<file path="src/rtl/seq_pkg.sv">
// Shared constants and types for the sequence-detector serial path.
package seq_pkg;

    localparam int SEQ_W = 12;
    localparam logic [SEQ_W-1:0] SEQ_PATTERN = 12'hEDB;

    typedef enum logic {
        SER_IDLE,
        SER_SHIFT
    } ser_state_e;

endpackage

</file>
<file path="src/rtl/seq_serializer_if.sv">
// Word handshake plus serial output bundle between upstream, serializer and detector.
interface seq_serializer_if #(
    parameter int W = 12
) ();

    logic [W-1:0] data_i;
    logic         valid_i;
    logic         ready_o;
    logic         x_o;
    logic         x_valid_o;
    logic         last_o;
    logic         busy_o;

    modport master (
        output data_i, valid_i,
        input  ready_o, x_o, x_valid_o, last_o, busy_o
    );

    modport slave (
        input  data_i, valid_i,
        output ready_o, x_o, x_valid_o, last_o, busy_o
    );

endinterface

</file>
<file path="src/rtl/seq_serializer.sv">
// Double-buffered parallel-to-serial front end: one active shift word plus one
// pending word so back-to-back words stream without an idle bit.
//
// state     | meaning
// ----------+--------------------------------------------------------------
// SER_IDLE  | no active word, x_o held at IDLE_BIT
// SER_SHIFT | shift_q head on x_o, cnt_q counts bits already sent
module seq_serializer
    import seq_pkg::*;
#(
    parameter int   W         = SEQ_W,
    parameter bit   MSB_FIRST = 1'b1,
    parameter logic IDLE_BIT  = 1'b0
) (
    input  logic             clk,
    input  logic             reset,
    seq_serializer_if.slave  bus
);

    localparam int CW = $clog2(W);
    localparam logic [CW-1:0] CNT_LAST = CW'(W - 1);

    ser_state_e   state_q, state_d;
    logic [W-1:0] shift_q, shift_d;
    logic [W-1:0] pend_q, pend_d;
    logic         pend_full_q, pend_full_d;
    logic [CW-1:0] cnt_q, cnt_d;

    logic         accept;
    logic         at_last;
    logic         head_bit;
    logic [W-1:0] shifted;

    assign bus.ready_o = !pend_full_q && !reset;
    assign accept      = bus.valid_i && bus.ready_o;
    assign at_last     = (cnt_q == CNT_LAST);

    // Head and advance direction depend only on the bit-order parameter.
    always_comb begin
        if (MSB_FIRST) begin
            head_bit = shift_q[W-1];
            shifted  = {shift_q[W-2:0], 1'b0};
        end else begin
            head_bit = shift_q[0];
            shifted  = {1'b0, shift_q[W-1:1]};
        end
    end

    always_ff @(posedge clk) begin
        if (reset) begin
            state_q     <= SER_IDLE;
            shift_q     <= '0;
            pend_q      <= '0;
            pend_full_q <= 1'b0;
            cnt_q       <= '0;
        end else begin
            state_q     <= state_d;
            shift_q     <= shift_d;
            pend_q      <= pend_d;
            pend_full_q <= pend_full_d;
            cnt_q       <= cnt_d;
        end
    end

    always_comb begin
        state_d     = state_q;
        shift_d     = shift_q;
        pend_d      = pend_q;
        pend_full_d = pend_full_q;
        cnt_d       = cnt_q;

        case (state_q)
            SER_IDLE: begin
                if (accept) begin
                    shift_d = bus.data_i;
                    cnt_d   = '0;
                    state_d = SER_SHIFT;
                end
            end
            SER_SHIFT: begin
                if (at_last) begin
                    cnt_d = '0;
                    // Pending word wins; ready_o is low so no accept can collide.
                    if (pend_full_q) begin
                        shift_d     = pend_q;
                        pend_full_d = 1'b0;
                    end else if (accept) begin
                        shift_d = bus.data_i;
                    end else begin
                        state_d = SER_IDLE;
                    end
                end else begin
                    shift_d = shifted;
                    cnt_d   = cnt_q + 1'b1;
                    if (accept) begin
                        pend_d      = bus.data_i;
                        pend_full_d = 1'b1;
                    end
                end
            end
            default: state_d = SER_IDLE;
        endcase
    end

    assign bus.x_valid_o = (state_q == SER_SHIFT);
    assign bus.x_o       = bus.x_valid_o ? head_bit : IDLE_BIT;
    assign bus.last_o    = bus.x_valid_o && at_last;
    assign bus.busy_o    = bus.x_valid_o || pend_full_q;

endmodule

</file>
<file path="src/flat_wrapper.sv">
// flat-port wrapper written by rule: the top's interface ports become plain ports
module seq_serializer_flat import seq_pkg::*;
#(
    parameter int   W         = SEQ_W,
    parameter bit   MSB_FIRST = 1'b1,
    parameter logic IDLE_BIT  = 1'b0
)
  (clk, reset, bus_data_i, bus_valid_i, bus_ready_o, bus_x_o, bus_x_valid_o, bus_last_o, bus_busy_o);
  seq_serializer_if #(.W(W)) bus_i ();
  input  logic clk;
  input  logic reset;
  input wire logic [$bits(bus_i.data_i)-1:0] bus_data_i;
  input wire logic [$bits(bus_i.valid_i)-1:0] bus_valid_i;
  output wire logic [$bits(bus_i.ready_o)-1:0] bus_ready_o;
  output wire logic [$bits(bus_i.x_o)-1:0] bus_x_o;
  output wire logic [$bits(bus_i.x_valid_o)-1:0] bus_x_valid_o;
  output wire logic [$bits(bus_i.last_o)-1:0] bus_last_o;
  output wire logic [$bits(bus_i.busy_o)-1:0] bus_busy_o;
  assign bus_i.data_i = bus_data_i;
  assign bus_i.valid_i = bus_valid_i;
  assign bus_ready_o = bus_i.ready_o;
  assign bus_x_o = bus_i.x_o;
  assign bus_x_valid_o = bus_i.x_valid_o;
  assign bus_last_o = bus_i.last_o;
  assign bus_busy_o = bus_i.busy_o;
  seq_serializer #(.W(W), .MSB_FIRST(MSB_FIRST), .IDLE_BIT(IDLE_BIT)) u_core (.clk(clk), .reset(reset), .bus(bus_i));
endmodule
</file>
<file path="config.mk">
export PLATFORM = sky130hd
export DESIGN_NAME = seq_serializer_flat
export DESIGN_NICKNAME = d
export VERILOG_FILES = /design/src/rtl/seq_pkg.sv /design/src/rtl/seq_serializer_if.sv /design/src/rtl/seq_serializer.sv /design/src/flat_wrapper.sv
export SDC_FILE = /design/constraint.sdc
export NUM_CORES = 1
export LEC_CHECK = 0
export BUFFER_PORTS_ARGS = -buffer_cell sky130_fd_sc_hd__buf_2
export CORE_AREA = 3 3 66 68
export CTS_BUF_LIST = sky130_fd_sc_hd__clkbuf_8
export DETAILED_ROUTE_END_ITERATION = 10
export DIE_AREA = 0 0 69 71
export HOLD_SLACK_MARGIN = 0.1
export SLEW_MARGIN = 5
export SYNTH_ARGS = -nofsm -noshare
export SYNTH_HDL_FRONTEND = slang
export SYNTH_SLANG_ARGS = --single-unit
</file>
<file path="constraint.sdc">
create_clock -name clk -period 2.21 [get_ports clk]
set_input_delay 0.442 -clock clk [delete_from_list [all_inputs] [get_ports clk]]
set_output_delay 0.442 -clock clk [all_outputs]
set_load 0.01 [all_outputs]
</file>
==> impl_metrics.toml <==
[status]
status = "complete, no violations"

[sta]
fin_crit_ps = 1844
hold_violations = 0
setup_tns_ps = 0
finalSetupViolCount = 0
min_period_over_period_pct = 83.45
skew_ps = 5.683
tightest_slew_ps = 631.7
maxSlewHeadroom_pct = 57.80
grt_setup_unrepaired = "no"
holdWs_ps = 414.1
drv_slew = 0
max_freq_mhz = 542.2

[yosys]
yosys.area.top_type = "dfxtp_1"
synthesis.area_um2 = 1525
synth_cell_type_count = 33
yosys-top-cells-area = "dfxtp_1, mux2i_1, nand2_1"
ys_seq_elements = 30
postSynthCellCount = 171
ys_async_sr_fraction_pct = 0
ys.flop_type = "dfxtp_1"
ys_top_cells_by_count = "dfxtp_1, nand2_1, nor2_1"
synth.net_count = 187
synth_top_area_share_pct = 39.38
syn_area_per_cell_um2 = 8.919
synth-edff-count = 0
yosys_warnings = 0
yosysSeqAreaShare_pct = 39.38
yosysMostFrequentCell = "dfxtp_1"

[drt]
drc_errors = 0
viasPerCell = 5.371
met3_length_um = 140
postRouteWirelength_um = 3367
first_pass_iters = 5
met2RoutedLength_um = 1679
routed.top_layer = "met4"
drt-wirelength-per-cell_um = 14.03
initialDrtViolationCount = 73
vias = 1289
ant_nets = 0
wl_met1_um = 1515

[global_route]
grt_max_degree = 20
grt_pass1_wl_um = 5727
grt_pass1_vias = 1250
antenna_found_initial = 0
grt_usage_pct = 14.61
gr-total-overflow = 0

[place]
dpl.hpwl_um = 2415
gp_congestion = 0.8056
io_buffer_count = 19

[floorplan]
fp-row-count = 23
die_h_um = 71
dieArea_um2 = 4899
fp.dieW_um = 69
coreArea_um2 = 3914
ioPinCount = 20
initial_utilization_pct = 38.97

[setup_path]
cp_max_fo = 5
endpoint_kind = "primary output"
start_kind = "register"
critPathKind = "register to primary output"
worstPathRequired_ps = 1770
arrival_ps = 1400

[min_path]
hold_class = "input pin to register"

[layout]
nets = 205
area_growth_pct = 13.45
drive_above_1_share_pct = 21.58
antenna_cells = 0

[cts]
cts_buffers = 5
post-cts-setup-buffers = 0
cts_repair_resize_count = 0
cts_tree = "built"
cts.clk_slew.worst_paths_ps = 60
clockBufferDepth = 2
htreeDepth = 2
cts_hold_buf = 0
cts.sinks = 30
clk_latency_ps = 280
cts-root-buf = "clkbuf_8"

[power_and_ir_drop]
power_density_nw_per_um2 = 712.0
peakVddDrop_v = 0.0003840
p_leak_nw = 0.7741

[run]
max_cap_viol_count = 0
-- routing by layer --
metal / up-vias / track usage [%]
met5: - / 0
met4: 0 / 5.206
met3: 4 / 5.256
met2: 21 / 25.11
met1: 621 / 16.75
li1: 643 / -
-- registers in the layout, indices dropped and copies added, names as in the netlist --
signal	count
u_core.shift_q	12
u_core.cnt_q	4
u_core.pend_full_q	1
u_core.bus.x_valid_o	1
u_core.pend_q	12
-- kinds of logic after synthesis --
kind of cell	count (synthesis)	share of synthesized area [%]
AND/OR/NAND/NOR	59	18.95
AO/OA/AOI/OAI	46	20.67
flip-flops	30	39.38
multiplexers	21	14.60
buffers and inverters	14	5.578
adder cells (fa/ha/maj)	1	0.8202
-- worst paths after layout --
| path | startpoint | to | slack, ps | depth (start not counted) |
|---|---|---|---|---|
| worst max register to register | u_core.cnt_q[0] | u_core.shift_q[7] | 620 | 5 |
| worst min-delay path | bus_data_i[5] | u_core.pend_q[5] | 410 | 3 |
| worst min register to register | u_core.shift_q[3] | u_core.shift_q[4] | 490 | 2 |
| worst max-delay path | u_core.cnt_q[0] | bus_last_o | 370 | 4 |
-- per-stage QoR --
step	total power, mW	utilization, %	setup slack, ps	std cells	area, um2
global route	1.305	44.21	254.1	240	1730
detailed placement	0.8007	41.88	449.4	232	1639
CTS	1.246	44.21	351.0	240	1730
finish	1.232	44.21	365.7	240	1730
global placement	0.7958	41.88	434.2	232	1639
floorplan	0.7500	-	818.8	171	1525
-- power breakdown --
part           switching [mW]  total [mW]  internal [mW]
combinational          0.0965       0.184         0.0878
clock                   0.197       0.443          0.246
sequential             0.0291       0.605          0.576
-- area by class of cell --
type	count	area, um2
clock inverter	2	8.758
timing repair buffer	24	132.6
tap	50	62.56
inverter	1	3.754
sequential	30	600.6
multi-input combinational	127	839.6
fill	394	2183
clock buffer	6	82.58
-- worst max-delay path, cell delays in order (launching register included) --
cell      delay, ps
dfxtp_1         380
ha_1            240
nand3b_2        150
nor2_1          190
buf_2           170
-- cells in the final DEF, fill, tap and decap left out, types with 8 or more instances in the layout --
cell	n
nor2_1	18
nand2_1	23
a22oi_1	8
o21bai_1	8
mux2i_1	17
dfxtp_1	30
a31oi_1	8
a21oi_1	8
buf_2	19
a21o_1	8
Power figures use the tool's default switching activity.
